### src/rtl/ram_bridge_writer_if.sv
// Command, BRAM write-port and ack-byte signals between the UART parser/transmitter
// and ram_bridge_writer.
interface ram_bridge_writer_if #(
  parameter int ADDR_W = 17
);
  logic [31:0]       addr_in;
  logic [35:0]       data_in;
  logic              valid_in;
  logic [ADDR_W-1:0] ram_addr_out;
  logic [35:0]       ram_data_out;
  logic              ram_we_out;
  logic [7:0]        ack_data_out;
  logic              ack_valid_out;
  logic              ack_ready_in;

  modport master (
    output addr_in, data_in, valid_in, ack_ready_in,
    input  ram_addr_out, ram_data_out, ram_we_out, ack_data_out, ack_valid_out
  );

  modport slave (
    input  addr_in, data_in, valid_in, ack_ready_in,
    output ram_addr_out, ram_data_out, ram_we_out, ack_data_out, ack_valid_out
  );
endinterface

### src/rtl/ram_bridge_writer.sv
// Buffers parsed UART write commands, range-checks them against the frame-buffer BRAM,
// drives the BRAM write port and returns one 'A'/'R' ack byte per command.
module ram_bridge_writer #(
  parameter int DEPTH     = 4,
  parameter int ADDR_W    = 17,
  parameter int RAM_DEPTH = 76800
) (
  input  logic                    pixel_clk_in,
  input  logic                    rst_in,
  ram_bridge_writer_if.slave      bus,
  output logic [15:0]             write_count_out,
  output logic                    overflow_out,
  output logic                    range_err_out
);

  localparam int          IDX_W     = $clog2(DEPTH);
  localparam int          PTR_W     = IDX_W + 1;
  localparam logic [31:0] RAM_LIMIT = 32'(RAM_DEPTH);
  localparam logic [7:0]  ACK_OK    = 8'h41;
  localparam logic [7:0]  ACK_RANGE = 8'h52;

  typedef struct packed {
    logic [ADDR_W-1:0] addr;
    logic [35:0]       data;
    logic              in_range;
  } entry_t;

  entry_t            mem [DEPTH];
  logic [PTR_W-1:0]  wr_ptr;
  logic [PTR_W-1:0]  rd_ptr;
  logic              full;
  logic              empty;
  logic              push;
  logic              pop;
  entry_t            head;
  entry_t            incoming;

  logic [ADDR_W-1:0] ram_addr_q;
  logic [35:0]       ram_data_q;
  logic              ram_we_q;
  logic [7:0]        ack_data_q;
  logic              ack_valid_q;

  // Extra pointer MSB distinguishes full from empty when the index bits match.
  assign empty = (wr_ptr == rd_ptr);
  assign full  = (wr_ptr[IDX_W] != rd_ptr[IDX_W]) &&
                 (wr_ptr[IDX_W-1:0] == rd_ptr[IDX_W-1:0]);

  // Fullness is judged before any same-cycle pop, so a command arriving while full is dropped.
  assign push = bus.valid_in && !full;
  assign pop  = !empty && (!ack_valid_q || bus.ack_ready_in);

  assign incoming.addr     = bus.addr_in[ADDR_W-1:0];
  assign incoming.data     = bus.data_in;
  assign incoming.in_range = (bus.addr_in < RAM_LIMIT);
  assign head              = mem[rd_ptr[IDX_W-1:0]];

  // NOTE: the storage array has no reset; validity is tracked by the pointers alone,
  // which keeps the array mappable onto plain RAM/LUT storage.
  always_ff @(posedge pixel_clk_in) begin
    if (push) begin
      mem[wr_ptr[IDX_W-1:0]] <= incoming;
    end
  end

  // NOTE: all state below uses non-blocking assignments so every register samples
  // the pre-edge values of its neighbours, regardless of statement order.
  always_ff @(posedge pixel_clk_in or posedge rst_in) begin
    if (rst_in) begin
      wr_ptr          <= '0;
      rd_ptr          <= '0;
      ram_addr_q      <= '0;
      ram_data_q      <= '0;
      ram_we_q        <= 1'b0;
      ack_data_q      <= '0;
      ack_valid_q     <= 1'b0;
      write_count_out <= '0;
      overflow_out    <= 1'b0;
      range_err_out   <= 1'b0;
    end else begin
      ram_we_q <= 1'b0;

      if (push) begin
        wr_ptr <= wr_ptr + PTR_W'(1);
        if (!incoming.in_range) begin
          range_err_out <= 1'b1;
        end
      end

      if (bus.valid_in && full) begin
        overflow_out <= 1'b1;
      end

      if (pop) begin
        rd_ptr      <= rd_ptr + PTR_W'(1);
        ack_valid_q <= 1'b1;
        if (head.in_range) begin
          ram_we_q        <= 1'b1;
          ram_addr_q      <= head.addr;
          ram_data_q      <= head.data;
          write_count_out <= write_count_out + 16'd1;
          ack_data_q      <= ACK_OK;
        end else begin
          ack_data_q      <= ACK_RANGE;
        end
      end else if (ack_valid_q && bus.ack_ready_in) begin
        ack_valid_q <= 1'b0;
      end
    end
  end

  assign bus.ram_addr_out  = ram_addr_q;
  assign bus.ram_data_out  = ram_data_q;
  assign bus.ram_we_out    = ram_we_q;
  assign bus.ack_data_out  = ack_data_q;
  assign bus.ack_valid_out = ack_valid_q;

endmodule

### src/flat_wrapper.sv
// flat-port wrapper written by rule: the top's interface ports become plain ports
module ram_bridge_writer_flat 
#(
  parameter int DEPTH     = 4,
  parameter int ADDR_W    = 17,
  parameter int RAM_DEPTH = 76800
)
  (pixel_clk_in, rst_in, write_count_out, overflow_out, range_err_out, bus_addr_in, bus_data_in, bus_valid_in, bus_ack_ready_in, bus_ram_addr_out, bus_ram_data_out, bus_ram_we_out, bus_ack_data_out, bus_ack_valid_out);
  ram_bridge_writer_if #(.ADDR_W(ADDR_W)) bus_i ();
  input  logic pixel_clk_in;
  input  logic rst_in;
  output logic [15:0] write_count_out;
  output logic overflow_out;
  output logic range_err_out;
  input wire logic [$bits(bus_i.addr_in)-1:0] bus_addr_in;
  input wire logic [$bits(bus_i.data_in)-1:0] bus_data_in;
  input wire logic [$bits(bus_i.valid_in)-1:0] bus_valid_in;
  input wire logic [$bits(bus_i.ack_ready_in)-1:0] bus_ack_ready_in;
  output wire logic [$bits(bus_i.ram_addr_out)-1:0] bus_ram_addr_out;
  output wire logic [$bits(bus_i.ram_data_out)-1:0] bus_ram_data_out;
  output wire logic [$bits(bus_i.ram_we_out)-1:0] bus_ram_we_out;
  output wire logic [$bits(bus_i.ack_data_out)-1:0] bus_ack_data_out;
  output wire logic [$bits(bus_i.ack_valid_out)-1:0] bus_ack_valid_out;
  assign bus_i.addr_in = bus_addr_in;
  assign bus_i.data_in = bus_data_in;
  assign bus_i.valid_in = bus_valid_in;
  assign bus_i.ack_ready_in = bus_ack_ready_in;
  assign bus_ram_addr_out = bus_i.ram_addr_out;
  assign bus_ram_data_out = bus_i.ram_data_out;
  assign bus_ram_we_out = bus_i.ram_we_out;
  assign bus_ack_data_out = bus_i.ack_data_out;
  assign bus_ack_valid_out = bus_i.ack_valid_out;
  ram_bridge_writer #(.DEPTH(DEPTH), .ADDR_W(ADDR_W), .RAM_DEPTH(RAM_DEPTH)) u_core (.pixel_clk_in(pixel_clk_in), .rst_in(rst_in), .bus(bus_i), .write_count_out(write_count_out), .overflow_out(overflow_out), .range_err_out(range_err_out));
endmodule
### config.mk
export PLATFORM = sky130hd
export DESIGN_NAME = ram_bridge_writer_flat
export DESIGN_NICKNAME = d
export VERILOG_FILES = /design/src/rtl/ram_bridge_writer_if.sv /design/src/rtl/ram_bridge_writer.sv /design/src/flat_wrapper.sv
export SDC_FILE = /design/constraint.sdc
export NUM_CORES = 1
export LEC_CHECK = 0
export CORE_MARGIN = 2
export CORE_UTILIZATION = 59
export CTS_CLUSTER_DIAMETER = 120
export DETAILED_ROUTE_END_ITERATION = 12
export PLACE_DENSITY = 0.82
export SYNTH_ARGS = -nofsm -noshare
export SYNTH_HDL_FRONTEND = slang
export SYNTH_SLANG_ARGS = --single-unit
### constraint.sdc
create_clock -name pixel_clk_in -period 7.95 [get_ports pixel_clk_in]
set_input_delay 1.1925 -clock pixel_clk_in [delete_from_list [all_inputs] [get_ports pixel_clk_in]]
set_output_delay 1.1925 -clock pixel_clk_in [all_outputs]
set_load 0.05 [all_outputs]
Word level (Yosys, flattened, before mapping)
Memories as Yosys holds them, arrays and structs flattened.
Cells that the tools add are included.
{"block": "totals", "in_bits": 72, "word_cells": 38, "output_inout_bits": 81, "n_memories": 1, "ff_bits": 87, "mem_bits_rw": 216}
{"block": "classes", "reduce_logical": 12, "n_addsub": 3, "bitwise_logic": 1, "eq_ne": 3, "order_cmp": 1, "n_mux": 7}
{"memory": "u_core.mem", "words": 4, "width": 54, "read_ports": 1, "rd_ports_with_merged_regs": 0, "wr": 1, "line_no": "ram_bridge_writer.sv:28", "source": "entry_t mem [DEPTH];"}
{"operator": "< comparator 32 x 17 -> 1 bit, second input constant", "count": 1}
{"operator": "adder 16 x 1 -> 16 bit, second input constant", "count": 1}
{"operator": "adder 3 x 1 -> 3 bit, second input constant", "count": 2}
{"operator": "two-way mux 1 bit", "count": 6}
{"operator": "logical AND 1 bit", "count": 5}
{"operator": "two-way mux 5 bit", "count": 1}
{"operator": "AND reduction 2 bit", "count": 2}
{"operator": "equality test 3 bit", "count": 1}
{"operator": "logical NOT 1 bit", "count": 3}
{"operator": "equality test 2 bit", "count": 1}
{"operator": "nonzero test 2 bit", "count": 1}
{"operator": "logical OR 1 bit", "count": 1}
{"operator": "!= test 1 bit", "count": 1}
{"operator": "inverter 1 bit", "count": 1}

Longest topological paths before layout
Gate-level depths: netlist (run 1).
{"block": "logic_depth", "word_depth": 6, "depth_mapped": 7, "depth_no_buf": 5}

Worst setup path before layout (run 1)
OpenSTA, ideal clock, no wires.
{"block": "synth_path", "kind": "in2reg", "start": "input port bus_valid_in", "end": "memory u_core.mem[3][0] (netlist name) (enable)", "setup_ns": 0.419, "n_path_buf": 0, "path_slack_ns": 4.569, "cell_stages": 3, "t_arrival_ns": 2.962, "required_ns": 7.531, "path_cell_list": "inv_1 -> a31oi_1 -> and2_1"}
{"block": "synth_between", "elab_chain_cells": 3}
{"element": "from (decl)", "line_no": "flat_wrapper.sv:17", "source": "input wire logic [$bits(bus_i.valid_in)-1:0] bus_valid_in;"}
{"element": "logical AND 1 bit", "line_no": "ram_bridge_writer.sv:50", "source": "assign push = bus.valid_in && !full;"}
{"element": "two-way mux 1 bit", "line_no": "ram_bridge_writer.sv:61", "source": "if (push) begin"}
{"element": "two-way mux 1 bit (not written as such)", "line_no": "ram_bridge_writer.sv:62", "source": "mem[wr_ptr[IDX_W-1:0]] <= incoming;"}
{"element": "to (decl)", "line_no": "ram_bridge_writer.sv:28"}
Every way passes these cells.

Worst setup path after layout (run 1)
{"block": "layout_path", "start": "register u_core.rd_ptr[0]", "end": "register u_core.ram_addr_q[16], in the netlist u_core.bus.ram_addr_out[16]"}
{"block": "layout_between", "elab_chain_cells": 4, "word_cells_on_any_way": 5, "classes_between": "eq/ne (1); reduce/logical (3); memory (1)"}
{"element": "from (decl)", "line_no": "ram_bridge_writer.sv:30", "source": "logic [PTR_W-1:0] rd_ptr;"}
{"element": "from (signal assigned)", "line_no": "ram_bridge_writer.sv:95", "source": "rd_ptr <= rd_ptr + PTR_W'(1);"}
{"element": "equality test 3 bit", "line_no": "ram_bridge_writer.sv:45", "source": "assign empty = (wr_ptr == rd_ptr);"}
{"element": "logical NOT 1 bit", "line_no": "ram_bridge_writer.sv:51", "source": "assign pop = !empty && (!ack_valid_q || bus.ack_ready_in);"}
{"element": "logical AND 1 bit", "line_no": "ram_bridge_writer.sv:51"}
{"element": "AND reduction 2 bit (no source line)"}
{"element": "to (signal assigned)", "line_no": "ram_bridge_writer.sv:99", "source": "ram_addr_q <= head.addr;"}
{"element": "to (decl)", "line_no": "ram_bridge_writer.sv:38", "source": "logic [ADDR_W-1:0] ram_addr_q;"}
Several ways; a longest one is shown, not always the timed one.
A chain may end at the register's enable or synchronous reset.

==> impl_metrics.tcl, run 1 <==
set metrics [dict create \
    rows 50 \
    regArea_sq_mm 0.00854 \
    ys.flop_type "edfxtp_1" \
    finalSetupViolations 0 \
    timing.fmax_ghz 0.289 \
    antenna_found_initial 0 \
    grt_max_degree 59 \
    diodes 0 \
    path_cells "buf_4 -> xor2_1 -> o311ai_4 -> inv_4 -> mux2_2" \
    gr-total-overflow 0 \
    vias_per_cell 5.80 \
    hold_path_class "reg -> reg" \
    htreeDepth 1 \
    pwr-share-comb_pct 38.7 \
    dpl.hpwl_um 12400 \
    grt_first_pass_wirelength_um 33400 \
    die_area_sq_mm 0.0203 \
    drv_slew 0 \
    ys_warn_count 0 \
    drv_cap 0 \
    synth_seq_cells 298 \
    preCtsSetupSlack_ps 4350 \
    final_cells 951 \
    start_util_pct 60.3 \
    outcome "finished, final reports clean" \
    clockBufferDepth 3 \
    power_density_mw_per_mm2 427 \
    worst_slack_ps 4490 \
    synth_area_sq_mm 0.0113 \
    power_mw 5.95 \
    drt_first_pass_iters 4 \
    r2r_slack_ps 4490 \
    cts-buffers-inserted 29 \
    worstSetupEndpointType "flop" \
    netlist_top_cells_area "edfxtp_1, dfrtp_1, mux4_2" \
    yosysUniqueCellTypes 38 \
    p_sw_share_pct 34.7 \
    synth-edff-count 216 \
    synth_common_cells "edfxtp_1, dfrtp_1, mux4_2" \
    area_delta_synth_final_pct 23.0 \
    cp.required_ps 8360 \
    vias 5512 \
    power.internal_mw 3.88 \
    stdcell_area_sq_mm 0.0139 \
    peakVddDrop_mv 0.252 \
    yosysSeqAreaShare_pct 75.5 \
    dp_cells 898 \
    synth_top_area_share_pct 57.3 \
    postCtsHoldBufs 0 \
    core_sq_mm 0.0188 \
    drt_iter0_drc 449 \
    drc_errors 0 \
    routed_wl_um 21300 \
    synth.avg_cell_area_sq_um 21.3 \
    worstPathMaxFanout 58 \
    period_share_pct 43.5 \
    path_class "reg -> reg" \
    seqPwrFrac_pct 39.2 \
    insertion_delay_ps 540 \
    tns_ps 0 \
    io_pins 153 \
    grt_use_total_pct 21.7 \
    leakage_nw 4.99 \
    path_clk_slew_ps 60 \
    hold_ws_ps 470 \
    start_kind "flop" \
    grt_setup_unrepaired "false" \
    cts_tree "done" \
    max_stage_delay_ps 840 \
    cts.repair.resized 0 \
    die_x_um 142 \
    io_buffers 148 \
    async_flop_share_pct 27.5 \
    clkSinkCount 298 \
    p_clk_share_pct 22.1 \
    nets 773 \
    place_congestion 0.788 \
    multi_input_area_sq_mm 0.00260 \
    p_sw_mw 2.07 \
    postCtsSetupRepairBufs 0 \
    die_y_um 142 \
    utilization_pct 74.2 \
    finalHoldViolations 0 \
    postSynthCellCount 532 \
    dpl_cell_area_sq_mm 0.0130 \
    root_buffer "clkbuf_16" \
    yosysMostFrequentCell "edfxtp_1" \
    layout-drive-gt1-share_pct 23.3 \
    cp.arrival_ps 3870 \
    grt_pass1_vias 5857 \
    post_drt_wl_per_cell_um 22.4 \
    nFillCells 1060 \
    slew_headroom_pct 25.1 \
    period_needed_ps 3460 \
    cpMaxStageDelayCell "buf_4" \
    yosysTopAreaCell "edfxtp_1" \
    tightest_slew_ps 1120 \
    final_antenna_net_count 0 \
    skew_ps 11.6 \
]
==> power by group through the flow <==
stage	logic [mW]	clock network, mW	registers [mW]
5_1_grt	2.43	1.40	2.37
3_5_place_dp	2.32	0	2.36
2_1_floorplan	1.13	0	2.89
6_report	2.30	1.32	2.33
4_1_cts	2.34	1.33	2.34
3_3_place_gp	2.27	0	2.33
==> registers in the layout (all words and copies together) (netlist names) <==
register	flops
u_core.mem	216
u_core.bus.ram_data_out	36
u_core.rd_ptr	3
u_core.bus.ram_we_out	1
u_core.wr_ptr	3
u_core.bus.ram_addr_out	17
u_core.bus.ack_valid_out	1
u_core.bus.ack_data_out	3
u_core.overflow_out	1
u_core.range_err_out	1
u_core.write_count_out	16
==> cell usage in the layout (no fill, tap or decap), types with 5 or more instances in the layout <==
cell | synthesis | final
buf_4 | 6 | 6
clkbuf_1 | 5 | 8
clkbuf_16 | 0 | 29
clkdlybuf4s50_1 | 0 | 148
clkinv_2 | 0 | 7
dfrtp_1 | 82 | 80
edfxtp_1 | 216 | 216
ha_1 | 6 | 6
inv_1 | 7 | 6
mux2_2 | 27 | 27
mux2_4 | 26 | 26
mux4_2 | 54 | 54
nand2_1 | 16 | 16
nand3_1 | 5 | 5
nor3_1 | 6 | 6
nor4_1 | 8 | 8
xnor2_1 | 9 | 9
xor2_1 | 15 | 15
==> metal layers <==
layer | vias to the layer above | share of wire, % | global-route usage (%)
met5 | - | 0 | 0
li1 | 2420 | - | -
met4 | 0 | 1.9 | 5.73
met3 | 33 | 5.0 | 3.03
met2 | 197 | 51 | 36.4
met1 | 2862 | 42 | 30.8
==> cell families (layout without fill, tap and decap cells) <==
logic type               count (synthesis)  in the layout  share of synthesized area (%)
AO/OA/AOI/OAI                           10             10                          0.818
XOR/XNOR                                24             24                           1.86
adder cells (fa/ha/maj)                  6              6                          0.663
buffers and inverters                   33            215                           1.74
flip-flops                             298            298                           75.5
multiplexers                           107            107                           16.9
other                                    1              4                         0.0331
AND/OR/NAND/NOR                         53             53                           2.54
==> worst max-delay path: cells and delay by family, from the launching register on <==
| family | cells | cell delay (ps) |
|---|---|---|
| flops | 1 | 390 |
| xor+xnor | 1 | 320 |
| mux | 1 | 440 |
| compound gates | 1 | 730 |
| buf+inv | 2 | 1370 |
==> cell type report <==
cell class,instances,area share (%)
clock buffers,41,5.83
clock inverters,12,0.800
inverters,8,0.252
multi-input cells,204,18.7
flip-flops and latches,298,61.4
well taps,234,2.10
repair buffers,154,11.0
==> worst paths after layout <==
path | from | to | depth (start not counted)
worst min-delay path | u_core.write_count_out[15] | u_core.write_count_out[15] | 1
min in group asynchronous | rst_in | u_core.bus.ram_data_out[19] | 2
max in group asynchronous | rst_in | u_core.rd_ptr[0] | 3
worst max-delay path | u_core.rd_ptr[0] | u_core.bus.ram_addr_out[16] | 5
worst min register to register | u_core.write_count_out[15] | u_core.write_count_out[15] | 1
worst max register to register | u_core.rd_ptr[0] | u_core.bus.ram_addr_out[16] | 5
No activity file was read; power rests on OpenSTA's default activity.
==> run 2, diff against run 1 <==
--- a/config.mk
+++ b/config.mk
@@ -6,10 +6,10 @@
 export NUM_CORES = 1
 export LEC_CHECK = 0
 export CORE_MARGIN = 2
-export CORE_UTILIZATION = 59
+export CORE_UTILIZATION = 55
 export CTS_CLUSTER_DIAMETER = 120
 export DETAILED_ROUTE_END_ITERATION = 12
-export PLACE_DENSITY = 0.82
+export PLACE_DENSITY = 0.77
 export SYNTH_ARGS = -nofsm -noshare
 export SYNTH_HDL_FRONTEND = slang
 export SYNTH_SLANG_ARGS = --single-unit
==> constraint.sdc (replaced) <==
create_clock -name pixel_clk_in -period 3.4 [get_ports pixel_clk_in]
set_input_delay 0.51 -clock pixel_clk_in [delete_from_list [all_inputs] [get_ports pixel_clk_in]]
set_output_delay 0.51 -clock pixel_clk_in [all_outputs]
set_load 0.05 [all_outputs]
==> run 2 against run 1 <==
Register-to-register slack got worse by 3500 ps. Count of clock-buffer cells in the layout fell by 10. Combinational power rose by 140%. Total power rose by 140%. Flip-flop and latch count did not move. Hold slack got worse by 15 ps. Critical path type unchanged. Critical endpoint is now u_core.bus.ram_addr_out[8].
==> impl_metrics.tcl, run 2 (same netlist as run 1, synthesis figures left out) <==
set metrics [dict create \
    drv_cap 0 \
    area_delta_synth_final_pct 24.8 \
    r2r_slack_ps 980 \
    multi_input_area_sq_mm 0.00260 \
    max_stage_delay_ps 510 \
    finalSetupViolations 0 \
    io_buffers 148 \
    final_common_cell "edfxtp_1" \
    worstPathMaxFanout 35 \
    final_cells 997 \
    dp_cells 944 \
    nFillCells 1270 \
    peakVddDrop_mv 0.638 \
    diodes 0 \
    pwr-share-comb_pct 38.3 \
    htreeDepth 1 \
    regArea_sq_mm 0.00854 \
    power.internal_mw 9.32 \
    start_util_pct 55.9 \
    seqPwrFrac_pct 38.4 \
    core_sq_mm 0.0202 \
    cp.required_ps 3810 \
    dpl_cell_area_sq_mm 0.0131 \
    tns_ps 0 \
    io_pins 153 \
    p_sw_share_pct 34.3 \
    worstSetupEndpointType "flop" \
    vias_per_cell 5.55 \
    grt_use_total_pct 20.4 \
    timing.fmax_ghz 0.414 \
    layout_common_cells "edfxtp_1, clkdlybuf4s50_1, dfrtp_1" \
    gr-total-overflow 0 \
    crit_buf_inv 2 \
    drt_first_pass_iters 5 \
    tightest_slew_ps 746 \
    p_clk_share_pct 23.3 \
    layout-drive-gt1-share_pct 24.5 \
    power_mw 14.2 \
    worst_slack_ps 984 \
    stdcell_area_sq_mm 0.0141 \
    path_cells "xor2_1 -> o311ai_4 -> inv_4 -> buf_4 -> mux2_2" \
    grt_max_degree 56 \
    die_y_um 147 \
    p_sw_mw 4.87 \
    hold_path_class "in -> async" \
    hold_ws_ps 454 \
    cpMaxStageDelayCell "xor2_1" \
    cts_tree "done" \
    path_class "reg -> reg" \
    final_antenna_net_count 0 \
    die_x_um 147 \
    clkSinkCount 298 \
    drt_iter0_drc 379 \
    grt_pass1_vias 5979 \
    post_drt_wl_per_cell_um 21.4 \
    outcome "finished, final reports clean" \
    postCtsHoldBufs 0 \
    leakage_nw 5.07 \
    drv_slew 0 \
    routed_wl_um 21300 \
    power_density_mw_per_mm2 1000 \
    rows 52 \
    vias 5534 \
    place_congestion 0.784 \
    die_area_sq_mm 0.0217 \
    drc_errors 0 \
    cp.arrival_ps 2820 \
    period_share_pct 71.1 \
    antenna_found_initial 0 \
    nets 783 \
    start_kind "flop" \
    cts-buffers-inserted 29 \
    grt_first_pass_wirelength_um 33800 \
    root_buffer "clkbuf_16" \
    postCtsSetupRepairBufs 0 \
    preCtsSetupSlack_ps 753 \
    largest_reg_flops 216 \
    slew_headroom_pct 50.1 \
    dpl.hpwl_um 13000 \
    grt_setup_unrepaired "false" \
    skew_ps 15.3 \
    period_needed_ps 2420 \
    clockBufferDepth 3 \
    path_clk_slew_ps 60 \
    finalHoldViolations 0 \
    cts.repair.resized 0 \
    insertion_delay_ps 530 \
    cp_top_family "buffers and inverters" \
    utilization_pct 69.8 \
]
-- run 2: metal layers --
layer,share of wire (%),track usage (%)
met1,42,29.0
met2,50,33.7
met3,5.7,3.49
met4,2.2,5.10
met5,0,0
-- run 2: final timing paths --
check	cells past startpoint	startpoint	end
min in group pixel_clk_in	1	u_core.range_err_out	u_core.range_err_out
max in group asynchronous	3	rst_in	u_core.bus.ram_data_out[19]
hold reg to reg	1	u_core.range_err_out	u_core.range_err_out
setup reg to reg	5	u_core.rd_ptr[2]	u_core.bus.ram_addr_out[8]
setup / recovery	5	u_core.rd_ptr[2]	u_core.bus.ram_addr_out[8]
hold / removal	2	rst_in	u_core.bus.ram_data_out[12]
-- run 2: area by class of cell --
type | instances | share of cell area, %
sequential | 298 | 60.5
clock inverter | 22 | 1.89
multi-input combinational | 204 | 18.4
clock buffer | 31 | 5.19
tap | 270 | 2.39
timing repair buffer | 164 | 11.4
inverter | 8 | 0.248
-- run 2: power by group through the flow --
| stage | registers (mW) | logic, mW | clock network, mW |
|---|---|---|---|
| 4_1_cts | 5.47 | 5.51 | 3.37 |
| 3_5_place_dp | 5.51 | 5.49 | 0 |
| 5_1_grt | 5.56 | 5.75 | 3.51 |
| 2_1_floorplan | 6.75 | 2.64 | 0 |
| 3_3_place_gp | 5.45 | 5.40 | 0 |
| 6_report | 5.45 | 5.43 | 3.30 |
